$ cat config.mk
export PLATFORM = sky130hd
export DESIGN_NAME = tdm_demux8
export DESIGN_NICKNAME = d
export VERILOG_FILES = /design/src/rtl/tdm_demux8.sv
export SDC_FILE = /design/constraint.sdc
export NUM_CORES = 1
export LEC_CHECK = 0
export ABC_CLOCK_PERIOD_IN_PS = 2200
export CAP_MARGIN = 5
export CORE_ASPECT_RATIO = 0.6
export CORE_UTILIZATION = 63
export DETAILED_ROUTE_END_ITERATION = 8
export DONT_BUFFER_PORTS = 1
export PLACE_DENSITY = 0.79
export SLEW_MARGIN = 20
export SYNTH_ARGS = -nofsm -noshare
export SYNTH_HDL_FRONTEND = slang
export SYNTH_SLANG_ARGS = --single-unit
$ cat constraint.sdc
create_clock -name clk -period 2.2 [get_ports clk]
set_input_delay 0.44 -clock clk [delete_from_list [all_inputs] [get_ports clk]]
set_output_delay 0.44 -clock clk [all_outputs]
set_load 0.02 [all_outputs]
$ cat src/rtl/tdm_demux8.sv
// Eight-slot TDM demultiplexer: aligns on frame_start, stages words
// and publishes complete frames on a held, acknowledged out register.
module tdm_demux8 #(
  parameter int WIDTH = 16
) (
  input  logic               clk,
  input  logic               rst_n,
  input  logic [WIDTH-1:0]   in,
  input  logic               in_valid,
  input  logic               frame_start,
  output logic [8*WIDTH-1:0] out,
  output logic               out_valid,
  input  logic               out_ack,
  output logic [2:0]         slot,
  output logic               sync_err,
  output logic               overrun
);

  typedef enum logic {
    HUNT,
    COLLECT
  } state_t;

  state_t             state_q;
  state_t             state_d;
  logic [2:0]         slot_q;
  logic [2:0]         slot_d;
  logic [WIDTH-1:0]   stage_q [8];
  logic               wr_en;
  logic [2:0]         wr_idx;
  logic               complete;
  logic               restart;
  logic [8*WIDTH-1:0] frame;
  logic [8*WIDTH-1:0] out_q;
  logic               out_valid_q;
  logic               sync_err_q;
  logic               overrun_q;

  always_ff @(posedge clk or negedge rst_n) begin
    if (!rst_n) begin
      state_q <= HUNT;
      slot_q  <= '0;
    end else begin
      state_q <= state_d;
      slot_q  <= slot_d;
    end
  end

  always_comb begin
    state_d  = state_q;
    slot_d   = slot_q;
    wr_en    = 1'b0;
    wr_idx   = slot_q;
    complete = 1'b0;
    restart  = 1'b0;
    if (in_valid) begin
      unique case (1'b1)
        frame_start: begin
          restart = (state_q == COLLECT);
          wr_en   = 1'b1;
          wr_idx  = 3'd0;
          slot_d  = 3'd1;
          state_d = COLLECT;
        end
        (!frame_start && state_q == COLLECT): begin
          wr_en  = 1'b1;
          slot_d = 3'(slot_q + 3'd1);
          if (slot_q == 3'd7) begin
            complete = 1'b1;
            state_d  = HUNT;
          end
        end
        default: ;
      endcase
    end
  end

  // slot 7 bypasses staging so the frame lands on out the same edge
  always_comb begin
    frame = '0;
    for (int k = 0; k < 7; k++) begin
      frame[k*WIDTH +: WIDTH] = stage_q[k];
    end
    frame[7*WIDTH +: WIDTH] = in;
  end

  always_ff @(posedge clk or negedge rst_n) begin
    if (!rst_n) begin
      for (int k = 0; k < 8; k++) begin
        stage_q[k] <= '0;
      end
    end else if (wr_en) begin
      stage_q[wr_idx] <= in;
    end
  end

  always_ff @(posedge clk or negedge rst_n) begin
    if (!rst_n) begin
      out_q       <= '0;
      out_valid_q <= 1'b0;
      sync_err_q  <= 1'b0;
      overrun_q   <= 1'b0;
    end else begin
      sync_err_q <= restart;
      overrun_q  <= complete && out_valid_q && !out_ack;
      if (complete) begin
        out_q       <= frame;
        out_valid_q <= 1'b1;
      end else if (out_ack && out_valid_q) begin
        out_valid_q <= 1'b0;
      end
    end
  end

  assign out       = out_q;
  assign out_valid = out_valid_q;
  assign slot      = slot_q;
  assign sync_err  = sync_err_q;
  assign overrun   = overrun_q;

endmodule
==> results of run 1 <==
==> metrics by stage <==
| step | area (sq um) | util (%) |
|---|---|---|
| final | 10700 | 72.4 |
| after global routing | 10700 | 72.4 |
| after CTS | 10700 | 72.4 |
| after detailed placement | 9940 | 66.9 |
| after global placement | 9940 | 66.9 |
| after floorplan | 9840 | - |
==> synth_stat cells, drive strengths merged <==
cell,n,area share [%]
a21oi,1,0.051
a22o,1,0.089
a2bb2oi,2,0.18
and2,1,0.064
and3,3,0.19
and4b,1,0.10
buf,26,2.5
dfrtp,247,63
ha,2,0.25
inv,3,0.11
mux2,240,32
nand2,2,0.076
nand2b,1,0.064
nand3,1,0.10
nand3b,1,0.20
nand4,3,0.65
nor2,2,0.10
nor4b,1,0.15
o21ai,2,0.14
o22ai,2,0.13
==> metal layers <==
metal	up-vias	global-route usage (%)
met1	2367	36.4
li1	1942	-
met3	26	8.12
met2	131	35.3
met5	-	0
met4	0	3.74
==> state kept, by name, summed over array words and instances, names as in the netlist <==
signal,count
out,128
frame,112
slot,3
out_valid,1
overrun,1
state_q,1
sync_err,1
==> report_power, final <==
group	internal, W	leakage, nW	switching (W)	total, W
Combinational	0.00153	1.88	0.000582	0.00211
Sequential	0.00603	3.26	0.00186	0.00789
Clock	0.00261	0.383	0.00164	0.00425
Total	0.0102	5.52	0.00408	0.0142
==> logic make-up (layout without fill, tap and decap cells) <==
| logic type | after synthesis | in the layout | share of synthesized area [%] |
|---|---|---|---|
| buffers and inverters | 29 | 51 | 2.65 |
| DFF | 247 | 247 | 62.8 |
| muxes | 240 | 240 | 32.0 |
| AOI/OAI and AO/OA | 8 | 8 | 0.585 |
| and+or+nand+nor | 16 | 16 | 1.70 |
| adders and majority gates | 2 | 2 | 0.254 |
==> critical path, delay by kind of cell, from the launching register on <==
family	cells	cell delay, ns
AOI/OAI and AO/OA	1	0.68
DFF	1	0.46
muxes	1	0.42
and+or+nand+nor	1	0.21
==> worst min-delay path by stage <==
stage                      from  endpoint  slack (ns)
final                     rst_n  out[103]       -0.37
after global routing      rst_n   out[89]       -0.39
after CTS                 rst_n   out[90]       -0.38
after detailed placement  rst_n   out[90]        0.15
after global placement    rst_n  out[106]        0.15
after floorplan           rst_n  frame[0]        0.14
==> area by class of cell <==
type | count | area (sq um) | area share, %
inverter | 3 | 11.3 | 0.105
sequential | 247 | 6180 | 57.5
clock inverter | 12 | 228 | 2.12
tap | 198 | 248 | 2.31
timing repair buffer | 10 | 100 | 0.931
clock buffer | 26 | 584 | 5.44
multi-input combinational | 266 | 3400 | 31.6
==> repair_timing <==
action,in CTS,in global routing
hold endpoints to repair,247,247
endpoints found under the setup margin,0,0
buffers inserted,0,0
==> results.py, run 1 <==
metrics = {
    "status": {
        "status": "finished with violations",
        "violations": "negative hold slack",
    },
    "routing": {
        "dr_total_vias": 4466,
        "drcViolationCount": 0,
        "vias_per_cell": 5.86,
        "routed_wl_mm": 18.7,
        "detail-route-antenna-nets": 0,
        "dr_wl_met3_mm": 1.72,
        "top_layer_used": "met4",
        "met1Wirelength_mm": 8.72,
        "drtPass1Iterations": 4,
        "wl_met2_mm": 8.08,
        "drt_iter0_drc": 266,
        "wire_per_inst_microns": 24.6,
    },
    "sta": {
        "rsz0062_at_grt": "false",
        "period_needed_ns": 1.89,
        "worst_slew_pin_slew_ns": 0.871,
        "hold_viol": 247,
        "slew_violations": 0,
        "setup-tns-final_ns": 0,
        "fin_crit_sh_pct": 86.1,
        "setup_violations": 0,
        "slew_headroom_pct": 41.9,
        "fin_skew_ns": 0.0142,
        "timing.hold.ws_ns": -0.366,
        "setup_ws_ns": 0.305,
        "clock.fmax_mhz": 528,
    },
    "logic_synthesis": {
        "synthesis.area_sq_mm": 0.00984,
        "avgSynthCellArea_sq_um": 18.1,
        "ys_seq_elements": 247,
        "synth_nets": 565,
        "synth_warnings": 0,
        "ys_types": 25,
        "synthCells": 542,
        "ys_seq_area_share_pct": 62.8,
    },
    "clock_network": {
        "htree_num_levels": 1,
        "ctsResizeCount": 0,
        "cts_buffers": 21,
        "cts_tree": "done",
        "root_buffer": "clkbuf_16",
        "clk_pin_slew_ns": 0.07,
        "clk_path_buf_depth": 3,
        "worstSkewPairLatency_ns": 0.50,
        "clock_sinks": 247,
    },
    "global_routing": {
        "grt_max_degree": 248,
        "grtUsageTotal_pct": 24.3,
        "first_global_vias": 4885,
        "antenna_found_initial": 0,
        "grt_overflow": 0,
        "grt_pass1_wl_mm": 29.5,
    },
    "layout": {
        "layout.nets": 572,
        "antennaDiodeCount": 0,
        "drive_gt1_share_pct": 52.3,
        "mostFrequentLayoutCells": "dfrtp_1, mux2_2, mux2_4",
        "area_delta_synth_final_pct": 9.26,
        "fillers": 915,
        "instances_no_fill": 762,
        "mostFrequentLayoutCell": "dfrtp_1",
    },
    "floorplanning": {
        "boundaryPins": 155,
        "rows": 34,
        "core_area_sq_mm": 0.0148,
        "fp.dieW_microns": 163,
        "dieArea_sq_mm": 0.0161,
        "die_height_microns": 98.8,
        "start_util_pct": 66.3,
    },
    "pwr": {
        "power_w": 0.0142,
        "vdd_drop_max_mv": 0.766,
        "powerDensity_mw_per_mm2": 1330,
        "leakage_nw": 5.52,
    },
    "place": {
        "port_buffers": 0,
        "place_worst_setup_slack_ns": 0.323,
        "hpwl_mm": 12.2,
        "dp.cells": 724,
        "routabilityCongestion": 0.797,
    },
    "setup_path": {
        "cp.required_ns": 2.58,
        "cp-endpoint": "frame[4]",
        "rrSetupSlack_ns": 0.31,
        "cpPeakStageDelay_ns": 0.68,
        "r2r_start": "state_q",
        "critPathLaunchType": "flip-flop",
        "arrival_ns": 2.27,
        "crit_path_top_delay_cell": "o21ai_2",
        "cp-end-kind": "flip-flop",
        "r2r_cells": 3,
        "worstPathMaxFanout": 16,
        "crit_path_start": "state_q",
        "cp_cell_sequence": "nor4b_2 -> o21ai_2 -> mux2_2",
        "crit_type": "flip-flop to flip-flop",
        "reg2reg_to": "frame[4]",
    },
    "min_path": {
        "hp-class": "primary input to asynchronous set/reset pin",
    },
    "job": {
        "max_cap_viol_count": 0,
    },
}
(Power assumes the default switching activity.)
==> run 2, diff against run 1 <==
--- a/config.mk
+++ b/config.mk
@@ -5,6 +5,7 @@
 export SDC_FILE = /design/constraint.sdc
 export NUM_CORES = 1
 export LEC_CHECK = 0
+export ABC_AREA = 1
 export ABC_CLOCK_PERIOD_IN_PS = 2200
 export CAP_MARGIN = 5
 export CORE_ASPECT_RATIO = 0.6
==> results.py, run 2 <==
metrics = {
    "pwr": {
        "leakage_nw": 5.86,
        "clkPwrFrac_pct": 32.5,
        "combPwrFrac_pct": 10.6,
        "sw_frac_of_total_pct": 29.0,
        "vdd_drop_max_mv": 0.626,
        "switchingPower_w": 0.00324,
        "internal-power_w": 0.00794,
        "power_frac_seq_pct": 56.9,
        "powerDensity_mw_per_mm2": 1060,
    },
    "setup_path": {
        "critPathLaunchType": "flip-flop",
        "crit_path_start": "slot[1]",
        "crit_type": "flip-flop to flip-flop",
        "worstPathMaxFanout": 16,
        "critical_path_depth": 5,
        "cpPeakStageDelay_ns": 0.60,
        "crit_top_cell": "nand2_1",
        "r2r_cells": 5,
        "rrSetupSlack_ns": 0.23,
        "cp_cell_sequence": "nand2_1 -> nor2_2 -> nand2_1 -> nand2_1 -> nand2_1",
        "cp-end-kind": "flip-flop",
        "crit_path_top_delay_cell": "dfrtp_1",
        "r2r_start": "slot[1]",
        "cp.required_ns": 2.59,
        "crit_family": "simple AND/OR/NAND/NOR gates",
        "crit_buf_inv": 0,
        "arrival_ns": 2.36,
        "reg2reg_to": "frame[62]",
        "cp-endpoint": "frame[62]",
    },
    "logic_synthesis": {
        "ys_seq_elements": 247,
        "synthCells": 1092,
        "async_flop_share_pct": 100,
        "synthTopCellsByCount": "nand2_1, dfrtp_1, nand3_1, clkbuf_1, buf_2",
        "ys_types": 18,
        "synth.most_common_cell": "nand2_1",
        "synth.top_cell.area_share_pct": 63.2,
        "yosys.area.top_type": "dfrtp_1",
        "synth_warnings": 0,
        "avgSynthCellArea_sq_um": 8.95,
        "synth_nets": 1115,
        "yosys-top-cells-area": "dfrtp_1, nand2_1, nand3_1",
        "ys_seq_area_share_pct": 63.2,
        "synthesis.area_sq_mm": 0.00977,
        "synth-edff-count": 0,
        "yosys_most_used_dff": "dfrtp_1",
    },
    "min_path": {
        "hp-class": "primary input to asynchronous set/reset pin",
    },
    "floorplanning": {
        "fp.dieW_microns": 163,
        "core_area_sq_mm": 0.0148,
        "start_util_pct": 66.0,
        "rows": 34,
        "die_height_microns": 98.5,
        "boundaryPins": 155,
        "dieArea_sq_mm": 0.0160,
    },
    "layout": {
        "regArea_sq_mm": 0.00618,
        "area_delta_synth_final_pct": 7.72,
        "final_area_sq_mm": 0.0105,
        "mostFrequentLayoutCell": "nand2_1",
        "multi_input_area_sq_mm": 0.00321,
        "fillers": 1119,
        "layout.nets": 1073,
        "largest_reg_flops": 128,
        "drive_gt1_share_pct": 5.91,
        "antennaDiodeCount": 0,
        "mostFrequentLayoutCells": "nand2_1, dfrtp_1, nand3_1",
    },
    "place": {
        "hpwl_mm": 14.3,
        "placed_cell_area_sq_mm": 0.00984,
        "port_buffers": 0,
        "routabilityCongestion": 0.788,
    },
    "routing": {
        "detail-route-antenna-nets": 0,
        "wire_per_inst_microns": 18.7,
        "drt_iter0_drc": 727,
        "drtPass1Iterations": 5,
        "vias_per_cell": 5.89,
        "dr_total_vias": 7443,
        "routed_wl_mm": 23.6,
        "drcViolationCount": 0,
    },
    "sta": {
        "timing.hold.ws_ns": -0.361,
        "slew_headroom_pct": 58.7,
        "hold_viol": 247,
        "rsz0062_at_grt": "false",
        "fin_crit_sh_pct": 89.8,
        "clock.fmax_mhz": 506,
        "setup-tns-final_ns": 0,
        "period_needed_ns": 1.97,
        "fin_skew_ns": 0.00861,
        "worst_slew_pin_slew_ns": 0.619,
        "slew_violations": 0,
        "setup_violations": 0,
    },
    "clock_network": {
        "htree_num_levels": 1,
        "worstSkewPairLatency_ns": 0.51,
        "clk_pin_slew_ns": 0.06,
        "postCtsSetupBuffers": 0,
        "ctsHoldBuffers": 1,
        "ctsResizeCount": 0,
        "clock_sinks": 247,
        "cts_buffers": 22,
        "root_buffer": "clkbuf_16",
        "clk_path_buf_depth": 3,
        "cts_tree": "done",
    },
    "global_routing": {
        "first_global_vias": 7119,
        "grt_pass1_wl_mm": 38.2,
        "grt_max_degree": 248,
        "antenna_found_initial": 0,
        "grt_overflow": 0,
        "grtUsageTotal_pct": 30.6,
    },
    "status": {
        "status": "finished with violations",
        "violations": "negative hold slack",
    },
    "job": {
        "max_cap_viol_count": 0,
    },
}
## run 2: kinds of logic after synthesis
family | synth area share (%)
adders and majority gates | 0.256
and+or+nand+nor | 32.0
buffers and inverters | 4.22
DFF | 63.2
AOI/OAI and AO/OA | 0.320
## run 2: cell type report
cell class	instances	share of cell area (%)
multi-input combinational	754	30.5
tap	198	2.35
clock inverter	8	0.416
clock buffer	32	5.98
sequential	247	58.7
timing repair buffer	21	1.88
inverter	4	0.166
## run 2: worst min path at each step
stage | endpoint | slack, ns | depth (start not counted)
after global routing | out[23] | -0.38 | 0
after floorplan | frame[0] | 0.14 | 0
after CTS | out[65] | -0.38 | 0
after global placement | out[22] | 0.15 | 0
after detailed placement | out[22] | 0.15 | 0
final | out[22] | -0.36 | 0
## run 2: power groups by stage
stage | registers, W | clock network (W) | logic [W]
after floorplan | 0.00622 | 0 | 0.00100
after global placement | 0.00639 | 0 | 0.00111
after detailed placement | 0.00641 | 0 | 0.00119
after CTS | 0.00635 | 0.00369 | 0.00119
after global routing | 0.00646 | 0.00385 | 0.00140
final | 0.00636 | 0.00364 | 0.00119
## run 2: stage by stage
stage	utilization [%]	instances	total power (W)	hold slack (ns)	setup WS (ns)
finish	71.1	1264	0.0112	-0.361	0.225
global route	71.1	1264	0.0117	-0.381	0.0467
CTS	71.1	1264	0.0112	-0.383	0.229
detailed placement	66.5	1223	0.00760	0.151	0.240
global placement	66.5	1223	0.00750	0.152	0.318
floorplan	-	1092	0.00723	0.144	0.386
## run 2: metal layers
layer	share of wire, %	up-vias	global-route usage [%]
met5	0	-	0
met4	2.7	0	9.78
met3	11	57	9.51
met2	44	348	44.5
met1	42	3629	44.6
li1	-	3409	-
